### src/rtl/adc_spi_capture_pkg.sv
// rtl/adc_spi_capture_pkg.sv - shared frame constants, FSM states and code conversion
package adc_spi_capture_pkg;

    localparam int ADC_BITS   = 12;
    localparam int FRAME_BITS = 16;
    localparam int LEAD_ZEROS = 4;

    typedef enum logic [1:0] {
        ST_IDLE  = 2'd0,
        ST_SETUP = 2'd1,
        ST_SHIFT = 2'd2,
        ST_QUIET = 2'd3
    } state_t;

    // Unipolar straight binary to two's complement: subtract mid-scale by flipping the MSB.
    function automatic logic [ADC_BITS-1:0] to_signed_code(input logic [ADC_BITS-1:0] raw);
        return {~raw[ADC_BITS-1], raw[ADC_BITS-2:0]};
    endfunction

endpackage

### src/rtl/adc_spi_capture_if.sv
// rtl/adc_spi_capture_if.sv - ADC serial pins plus captured-sample outputs
interface adc_spi_capture_if #(
    parameter int DATA_W = 24
);
    logic              sdata;
    logic              cs_n;
    logic              sclk;
    logic [DATA_W-1:0] sample;
    logic              sample_valid;
    logic              busy;
    logic              overrun;

    modport master (
        input  sdata,
        output cs_n, sclk, sample, sample_valid, busy, overrun
    );

    modport slave (
        output sdata,
        input  cs_n, sclk, sample, sample_valid, busy, overrun
    );
endinterface

### src/rtl/adc_spi_capture_sample_tick_gen.sv
// rtl/adc_spi_capture_sample_tick_gen.sv - conversion request rate counter
module sample_tick_gen #(
    parameter int SAMPLE_PERIOD = 2000
) (
    input  logic clk,
    input  logic reset,
    input  logic en,
    output logic tick
);
    localparam int CW = $clog2(SAMPLE_PERIOD + 1);
    localparam logic [CW-1:0] LAST = CW'(SAMPLE_PERIOD - 1);

    logic [CW-1:0] count;

    always_ff @(posedge clk or posedge reset) begin
        if (reset) begin
            count <= '0;
        end else if (!en || count == LAST) begin
            count <= '0;
        end else begin
            count <= count + 1'b1;
        end
    end

    assign tick = en && (count == LAST);
endmodule

### src/rtl/adc_spi_capture.sv
// rtl/adc_spi_capture.sv - periodic AD7476-style serial ADC reader producing signed Q1.(DATA_W-1) samples
module adc_spi_capture
    import adc_spi_capture_pkg::*;
#(
    parameter int DATA_W        = 24,
    parameter int SCLK_HALF     = 4,
    parameter int SAMPLE_PERIOD = 2000
) (
    input  logic               clk,
    input  logic               reset,
    input  logic               en,
    adc_spi_capture_if.master  adc
);
    localparam int SHIFT_W = FRAME_BITS - LEAD_ZEROS;
    localparam int PW      = $clog2(2 * SCLK_HALF);
    localparam logic [PW-1:0] H_LAST  = PW'(SCLK_HALF - 1);
    localparam logic [PW-1:0] H_COUNT = PW'(SCLK_HALF);
    localparam logic [PW-1:0] P_LAST  = PW'(2 * SCLK_HALF - 1);
    localparam logic [3:0]    BIT_LAST = 4'(FRAME_BITS - 1);

    state_t             state, state_nxt;
    logic [PW-1:0]      ph, ph_nxt;
    logic [3:0]         bit_cnt, bit_nxt;
    logic [SHIFT_W-1:0] shift_q;
    logic               capture, done, tick;

    sample_tick_gen #(.SAMPLE_PERIOD(SAMPLE_PERIOD)) u_tick (
        .clk   (clk),
        .reset (reset),
        .en    (en),
        .tick  (tick)
    );

    always_comb begin
        state_nxt = state;
        ph_nxt    = ph + 1'b1;
        bit_nxt   = bit_cnt;
        capture   = 1'b0;
        done      = 1'b0;
        case (state)
            ST_IDLE: begin
                ph_nxt = '0;
                if (tick) state_nxt = ST_SETUP;
            end
            ST_SETUP: begin
                if (ph == H_LAST) begin
                    state_nxt = ST_SHIFT;
                    ph_nxt    = '0;
                    bit_nxt   = '0;
                end
            end
            ST_SHIFT: begin
                // Sample on the edge that drives sclk back high, mid-bit for the ADC.
                if (ph == H_LAST) capture = 1'b1;
                if (ph == P_LAST) begin
                    ph_nxt = '0;
                    if (bit_cnt == BIT_LAST) begin
                        state_nxt = ST_QUIET;
                        done      = 1'b1;
                    end else begin
                        bit_nxt = bit_cnt + 4'd1;
                    end
                end
            end
            default: begin
                if (ph == H_LAST) begin
                    state_nxt = ST_IDLE;
                    ph_nxt    = '0;
                end
            end
        endcase
    end

    // Pin levels come from next-state so every output is a flop.
    always_ff @(posedge clk or posedge reset) begin
        if (reset) begin
            state            <= ST_IDLE;
            ph               <= '0;
            bit_cnt          <= '0;
            shift_q          <= '0;
            adc.cs_n         <= 1'b1;
            adc.sclk         <= 1'b1;
            adc.busy         <= 1'b0;
            adc.overrun      <= 1'b0;
            adc.sample       <= '0;
            adc.sample_valid <= 1'b0;
        end else begin
            state            <= state_nxt;
            ph               <= ph_nxt;
            bit_cnt          <= bit_nxt;
            adc.cs_n         <= !(state_nxt == ST_SETUP || state_nxt == ST_SHIFT);
            adc.sclk         <= !(state_nxt == ST_SHIFT && ph_nxt < H_COUNT);
            adc.busy         <= (state_nxt != ST_IDLE);
            adc.overrun      <= tick && (state != ST_IDLE);
            adc.sample_valid <= done;
            // Leading zeros simply fall off the top of the 12-bit register.
            if (capture) shift_q <= {shift_q[SHIFT_W-2:0], adc.sdata};
            if (done) adc.sample <= DATA_W'(to_signed_code(shift_q)) << (DATA_W - ADC_BITS);
        end
    end
endmodule

### src/flat_wrapper.sv
// flat-port wrapper written by rule: the top's interface ports become plain ports
module adc_spi_capture_flat import adc_spi_capture_pkg::*;
#(
    parameter int DATA_W        = 24,
    parameter int SCLK_HALF     = 4,
    parameter int SAMPLE_PERIOD = 2000
)
  (clk, reset, en, adc_sdata, adc_cs_n, adc_sclk, adc_sample, adc_sample_valid, adc_busy, adc_overrun);
  adc_spi_capture_if #(.DATA_W(DATA_W)) adc_i ();
  input  logic clk;
  input  logic reset;
  input  logic en;
  input wire logic [$bits(adc_i.sdata)-1:0] adc_sdata;
  output wire logic [$bits(adc_i.cs_n)-1:0] adc_cs_n;
  output wire logic [$bits(adc_i.sclk)-1:0] adc_sclk;
  output wire logic [$bits(adc_i.sample)-1:0] adc_sample;
  output wire logic [$bits(adc_i.sample_valid)-1:0] adc_sample_valid;
  output wire logic [$bits(adc_i.busy)-1:0] adc_busy;
  output wire logic [$bits(adc_i.overrun)-1:0] adc_overrun;
  assign adc_i.sdata = adc_sdata;
  assign adc_cs_n = adc_i.cs_n;
  assign adc_sclk = adc_i.sclk;
  assign adc_sample = adc_i.sample;
  assign adc_sample_valid = adc_i.sample_valid;
  assign adc_busy = adc_i.busy;
  assign adc_overrun = adc_i.overrun;
  adc_spi_capture #(.DATA_W(DATA_W), .SCLK_HALF(SCLK_HALF), .SAMPLE_PERIOD(SAMPLE_PERIOD)) u_core (.clk(clk), .reset(reset), .en(en), .adc(adc_i));
endmodule
### config.mk
export PLATFORM = sky130hd
export DESIGN_NAME = adc_spi_capture_flat
export DESIGN_NICKNAME = d
export VERILOG_FILES = /design/src/rtl/adc_spi_capture_pkg.sv /design/src/rtl/adc_spi_capture_if.sv /design/src/rtl/adc_spi_capture_sample_tick_gen.sv /design/src/rtl/adc_spi_capture.sv /design/src/flat_wrapper.sv
export SDC_FILE = /design/constraint.sdc
export NUM_CORES = 1
export LEC_CHECK = 0
export ABC_AREA = 0
export CORE_MARGIN = 10
export CORE_UTILIZATION = 35
export DETAILED_ROUTE_END_ITERATION = 6
export PLACE_DENSITY_LB_ADDON = 0.3
export SLEW_MARGIN = 20
export SYNTH_ARGS = -nofsm -noshare
export SYNTH_HDL_FRONTEND = slang
export SYNTH_SLANG_ARGS = --single-unit
### constraint.sdc
create_clock -name clk -period 4.61 [get_ports clk]
set_input_delay 0.461 -clock clk [delete_from_list [all_inputs] [get_ports clk]]
set_output_delay 0.461 -clock clk [all_outputs]
set_load 0.05 [all_outputs]
==> results of run 1 <==
metal layers:
layer	track usage (%)	up-vias	share of wire, %
li1	-	710	-
met1	9.11	704	42
met2	14.7	13	53
met3	2.61	2	4.3
met4	2.65	0	0.64
met5	0	-	0
layout make-up:
type | count | share of cell area [%]
clock buffer | 6 | 2.85
clock inverter | 2 | 0.591
inverter | 8 | 1.23
tap | 77 | 3.79
timing repair buffer | 20 | 7.87
sequential | 49 | 48.3
multi-input combinational | 142 | 35.3
cell usage in the layout (no fill, tap or decap), types with 5 or more instances in the layout:
cell type | netlist | layout
mux2_2 | 12 | 12
xor2_1 | 5 | 5
nand2_1 | 43 | 43
clkdlybuf4s50_1 | 0 | 20
conb_1 | 1 | 12
ha_1 | 8 | 8
nor2_1 | 12 | 12
inv_1 | 7 | 6
dfrtp_1 | 47 | 47
clkbuf_8 | 0 | 5
worst min-delay path by stage:
| stage | to | slack, ns | startpoint | cells past startpoint |
|---|---|---|---|---|
| 2_1_floorplan | u_core.ph[0]$_DFF_PP0_ | 0.41 | u_core.ph[0]$_DFF_PP0_ | 1 |
| 3_5_place_dp | u_core.ph[0]$_DFF_PP0_ | 0.42 | u_core.ph[0]$_DFF_PP0_ | 1 |
| 4_1_cts | u_core.ph[0]$_DFF_PP0_ | 0.43 | u_core.ph[0]$_DFF_PP0_ | 1 |
| 6_report | u_core.ph[0]$_DFF_PP0_ | 0.44 | u_core.ph[0]$_DFF_PP0_ | 1 |
| 3_3_place_gp | u_core.ph[0]$_DFF_PP0_ | 0.41 | u_core.ph[0]$_DFF_PP0_ | 1 |
| 5_1_grt | u_core.ph[0]$_DFF_PP0_ | 0.46 | u_core.ph[0]$_DFF_PP0_ | 1 |
state kept, by name, summed over array words and instances (netlist names):
| signal | count |
|---|---|
| u_core.adc.sample | 12 |
| u_core.shift_q | 12 |
| u_core.u_tick.count | 11 |
| u_core.bit_cnt | 4 |
| u_core.ph | 3 |
| u_core.state | 2 |
| u_core.adc.busy | 1 |
| u_core.adc.cs_n | 1 |
| u_core.adc.overrun | 1 |
| u_core.adc.sample_valid | 1 |
| u_core.adc.sclk | 1 |
stage by stage:
stage | setup slack [ns] | area, um2
floorplan | 2.82 | 2280
global placement | 2.62 | 2450
detailed placement | 2.57 | 2450
CTS | 2.51 | 2540
global route | 2.42 | 2540
finish | 2.53 | 2540
cells by family (layout without fill, tap and decap cells):
| kind of cell | count (synthesis) | count (layout) | share of synthesized area, % |
|---|---|---|---|
| AND/OR/NAND/NOR | 85 | 85 | 19.4 |
| flip-flops | 49 | 49 | 55.0 |
| buffers and inverters | 24 | 36 | 6.66 |
| AO/OA/AOI/OAI | 18 | 18 | 5.49 |
| multiplexers | 12 | 12 | 6.05 |
| adder cells (fa/ha/maj) | 8 | 8 | 4.48 |
| XOR/XNOR | 7 | 7 | 2.74 |
| other | 1 | 12 | 0.168 |
power by group:
part           switching (uW)  leakage [uW]  total [uW]  internal, uW
Clock                     143     0.0000374         250           107
Sequential               3.62      0.000673         437           433
Combinational            33.8      0.000539        39.5          5.73
==> results.toml, run 1 <==
[run_status]
status = "complete, no violations"

[setup_path]
startpoint = "u_core.adc.sclk$_DFF_PP1_"
startpoint_type = "register"
r2r_start = "u_core.ph[0]$_DFF_PP0_"
critPathMaxStageDelay_ns = 0.79
path_max_fanout = 1
cp-end-kind = "output pin"
cpLargestDelayFamily = "buffers and inverters"
crit_arrival_ns = 1.61
r2r_cells = 8
critPathSlowestCell = "clkdlybuf4s50_1"
cp_cell_sequence = "clkdlybuf4s50_1"
worstSetupEndpoint = "adc_sclk"
required_ns = 4.15
reg2reg_to = "u_core.adc.cs_n$_DFF_PP1_"
crit_buf_inv = 1
rrSetupSlack_ns = 2.58
crit_type = "reg2out"
critical_path_depth = 1

[drt]
antenna_left = 0
dr.pass1.iters = 4
routed_wl_um = 3880
vias = 1429
drc_errors = 0
viasPerCell = 4.70
drtIter0Drc = 53
wl_per_cell_um = 12.8

[clock_tree]
htree_levels = 2
clock_sinks = 49
cts_resized = 0
cts_root_buffer = "clkbuf_8"
cts_buffers = 5
clkTransAtPathRegs_ns = 0.09
insertion_delay_ns = 0.29
cts_tree = "built"
cts_max_path_buffers = 2
cts_setup_buffers = 0
cts_hold_buf = 0

[synth]
yosys-top-cells-area = "dfrtp_1 53%, nand2_1 7.2%, mux2_2 6.0%"
syn_area_mm2 = 0.00223
async_flop_share_pct = 100
yosys-top-cells-count = "47 x dfrtp_1, 43 x nand2_1, 13 x buf_4"
yosysTopAreaCell = "dfrtp_1"
ys.flop_type = "dfrtp_1"
yosys_warnings = 0
ys_seq_area_share_pct = 55.0
synth_seq_cells = 49
synth_edf_count = 0
yosysMostFrequentCell = "dfrtp_1"
synth_cell_types = 47
synth_top_area_share_pct = 52.6
avgSynthCellArea_um2 = 11.0
synthCells = 204

[finish]
n_fill_cell = 625
final_core_util_pct = 40.5
drive_gt1_share_pct = 13.2
fin_cells = 304
regArea_mm2 = 0.00123
area_delta_synth_final_pct = 13.8
diodes = 0
multi_input_area_um2 = 898
fin_nets = 238

[timing]
fin_hold_ws_ns = 0.436
setup_tns_ns = 0
clock_skew_ns = 0.00670
drv_slew = 0
timing.final.crit_share_pct = 45.0
post-route-min-period_ns = 2.08
rsz0062_at_grt = "no"
setup_viol = 0
fmax_mhz = 482
hold_viol_final = 0
worst_slew_margin_rel_pct = 45.5
worst_pin_slew_ns = 0.817

[grt]
grt_overflow_total = 0
grt_pass1_wl_um = 6890
grt_max_degree = 50
grt_pass1_vias = 1492
antenna_found_initial = 0
grtUsageTotal_pct = 8.27

[floorplan]
ios = 33
die_w_um = 99.9
fp.dieH_um = 99.9
dieArea_mm2 = 0.00998
core_mm2 = 0.00628
rows = 29
start_util_pct = 35.6

[placed_design]
place_hpwl_um = 2810
port_buffers = 20
globalplace.congestion = 0.795
placed_cells = 296

[min_path]
min_path_type = "reg2reg"

[pwr]
powerDensity_mw_per_mm2 = 286
peakVddDrop_mv = 0.143
total_power_uw = 726
p_leak_uw = 0.00125

[flow_run]
cap_violations = 0
Power figures use the tool's default switching activity.
==> run 2: changes to the inputs <==
==> constraint.sdc (replaced) <==
create_clock -name clk -period 2.1 [get_ports clk]
set_input_delay 0.21 -clock clk [delete_from_list [all_inputs] [get_ports clk]]
set_output_delay 0.21 -clock clk [all_outputs]
set_load 0.05 [all_outputs]
==> results.toml, run 2 (synthesis results as in run 1) <==
[drt]
viasPerCell = 4.75
wl_per_cell_um = 12.2
drc_errors = 0
dr.pass1.iters = 4
antenna_left = 0
drtIter0Drc = 34
routed_wl_um = 3760
vias = 1459

[finish]
layout_common_cells = "47 x dfrtp_1, 43 x nand2_1, 20 x clkdlybuf4s50_1"
final_common_cell = "dfrtp_1"
diodes = 0
area_delta_synth_final_pct = 15.5
drive_gt1_share_pct = 14.8
fin_cells = 307
fin_nets = 241
top_regs = "u_core.adc.sample: 12 flops, u_core.shift_q: 12 flops, u_core.u_tick.count: 11 flops"
finalInstanceArea_mm2 = 0.00258

[setup_path]
crit_arrival_ns = 2.12
crit_top_cell = "ha_1"
required_ns = 2.35
path_max_fanout = 7
startpoint_type = "register"
cpLargestDelayFamily = "adder cells"
r2r_cells = 8
r2r_start = "u_core.ph[0]$_DFF_PP0_"
rrSetupSlack_ns = 0.23
crit_buf_inv = 1
cp_cell_sequence = "ha_1 -> ha_1 -> and3b_1 -> nand4_4 -> nand2_1 -> a31oi_1 -> ha_1 -> inv_1"
critPathMaxStageDelay_ns = 0.39
reg2reg_to = "u_core.adc.cs_n$_DFF_PP1_"
crit_type = "reg2reg"
critPathSlowestCell = "dfrtp_1"
cp-end-kind = "register"

[timing]
worst_pin_slew_ns = 0.519
clock_skew_ns = 0.00834
setup_viol = 0
timing.final.crit_share_pct = 89.1
worst_slew_margin_rel_pct = 65.3
fin_hold_ws_ns = 0.257
drv_slew = 0
fmax_mhz = 535
post-route-min-period_ns = 1.87
setup_tns_ns = 0
finalWorstSetupSlack_ns = 0.229
rsz0062_at_grt = "no"
hold_viol_final = 0

[grt]
grt_pass1_wl_um = 6580
grt_overflow_total = 0
grt_max_degree = 50
grtUsageTotal_pct = 7.86
antenna_found_initial = 0
grt_pass1_vias = 1485

[min_path]
min_path_type = "in2async"

[run_status]
status = "complete, no violations"

[placed_design]
globalplace.congestion = 0.790
place_hpwl_um = 2750
placed_cells = 299
placed_area_mm2 = 0.00249
port_buffers = 20
pre_cts_slack_ns = 0.209

[clock_tree]
cts_root_buffer = "clkbuf_8"
cts_max_path_buffers = 2
cts_tree = "built"
cts_setup_buffers = 0
clock_sinks = 49
htree_levels = 2
clkTransAtPathRegs_ns = 0.09
cts_buffers = 5
cts_resized = 0
cts_hold_buf = 0
insertion_delay_ns = 0.30

[pwr]
powerDensity_mw_per_mm2 = 620
p_leak_uw = 0.00128
peakVddDrop_mv = 0.320

[floorplan]
dieArea_mm2 = 0.00998
die_w_um = 99.9
start_util_pct = 35.6
core_mm2 = 0.00628
fp.dieH_um = 99.9
ios = 33
rows = 29

[flow_run]
cap_violations = 0
## run 2: tightest hold or removal path, delay by kind of cell
family                 cells  cell delay (ns)
buffers and inverters      3             0.73
## run 2: area by class of cell
cell class | instances | area (um2)
clock buffer | 5 | 68.8
clock inverter | 3 | 22.5
fill | 649 | 3700
inverter | 8 | 30.0
multi-input combinational | 142 | 898
sequential | 49 | 1230
tap | 77 | 96.3
timing repair buffer | 23 | 235
## run 2: power breakdown
part / total [uW] / internal, uW / switching [uW]
Sequential: 958 / 950 / 8.29
Combinational: 91.2 / 16.6 / 74.6
Clock: 550 / 237 / 313
Total: 1600 / 1200 / 396
## run 2: worst max-delay path by stage
stage / startpoint / endpoint / slack, ns / cells after the start
after floorplan: u_core.ph[0]$_DFF_PP0_ / u_core.adc.cs_n$_DFF_PP1_ / 0.31 / 9
after global placement: u_core.ph[0]$_DFF_PP0_ / u_core.adc.cs_n$_DFF_PP1_ / 0.24 / 8
after detailed placement: u_core.ph[0]$_DFF_PP0_ / u_core.adc.cs_n$_DFF_PP1_ / 0.21 / 8
after CTS: u_core.ph[0]$_DFF_PP0_ / u_core.adc.cs_n$_DFF_PP1_ / 0.19 / 8
after global routing: u_core.ph[0]$_DFF_PP0_ / u_core.adc.cs_n$_DFF_PP1_ / 0.11 / 8
final: u_core.ph[0]$_DFF_PP0_ / u_core.adc.cs_n$_DFF_PP1_ / 0.23 / 8
## run 2: per-stage QoR
| stage | power (uW) | util [%] |
|---|---|---|
| 4_1_cts | 1620 | 41.1 |
| 5_1_grt | 1670 | 41.1 |
| 6_report | 1600 | 41.1 |
| 2_1_floorplan | 1070 | - |
| 3_5_place_dp | 1070 | 39.6 |
| 3_3_place_gp | 1070 | 39.6 |
## run 2: layer usage
layer  part of all wire, %  routed length [um]  GRT usage, %  vias up
met4                  0.83                  31          2.65        0
met2                    55                2080          14.3       14
met5                     0                   0             0        -
met3                   4.3                 162          3.02        2
li1                      -                   -             -      708
met1                    39                1480          7.98      735
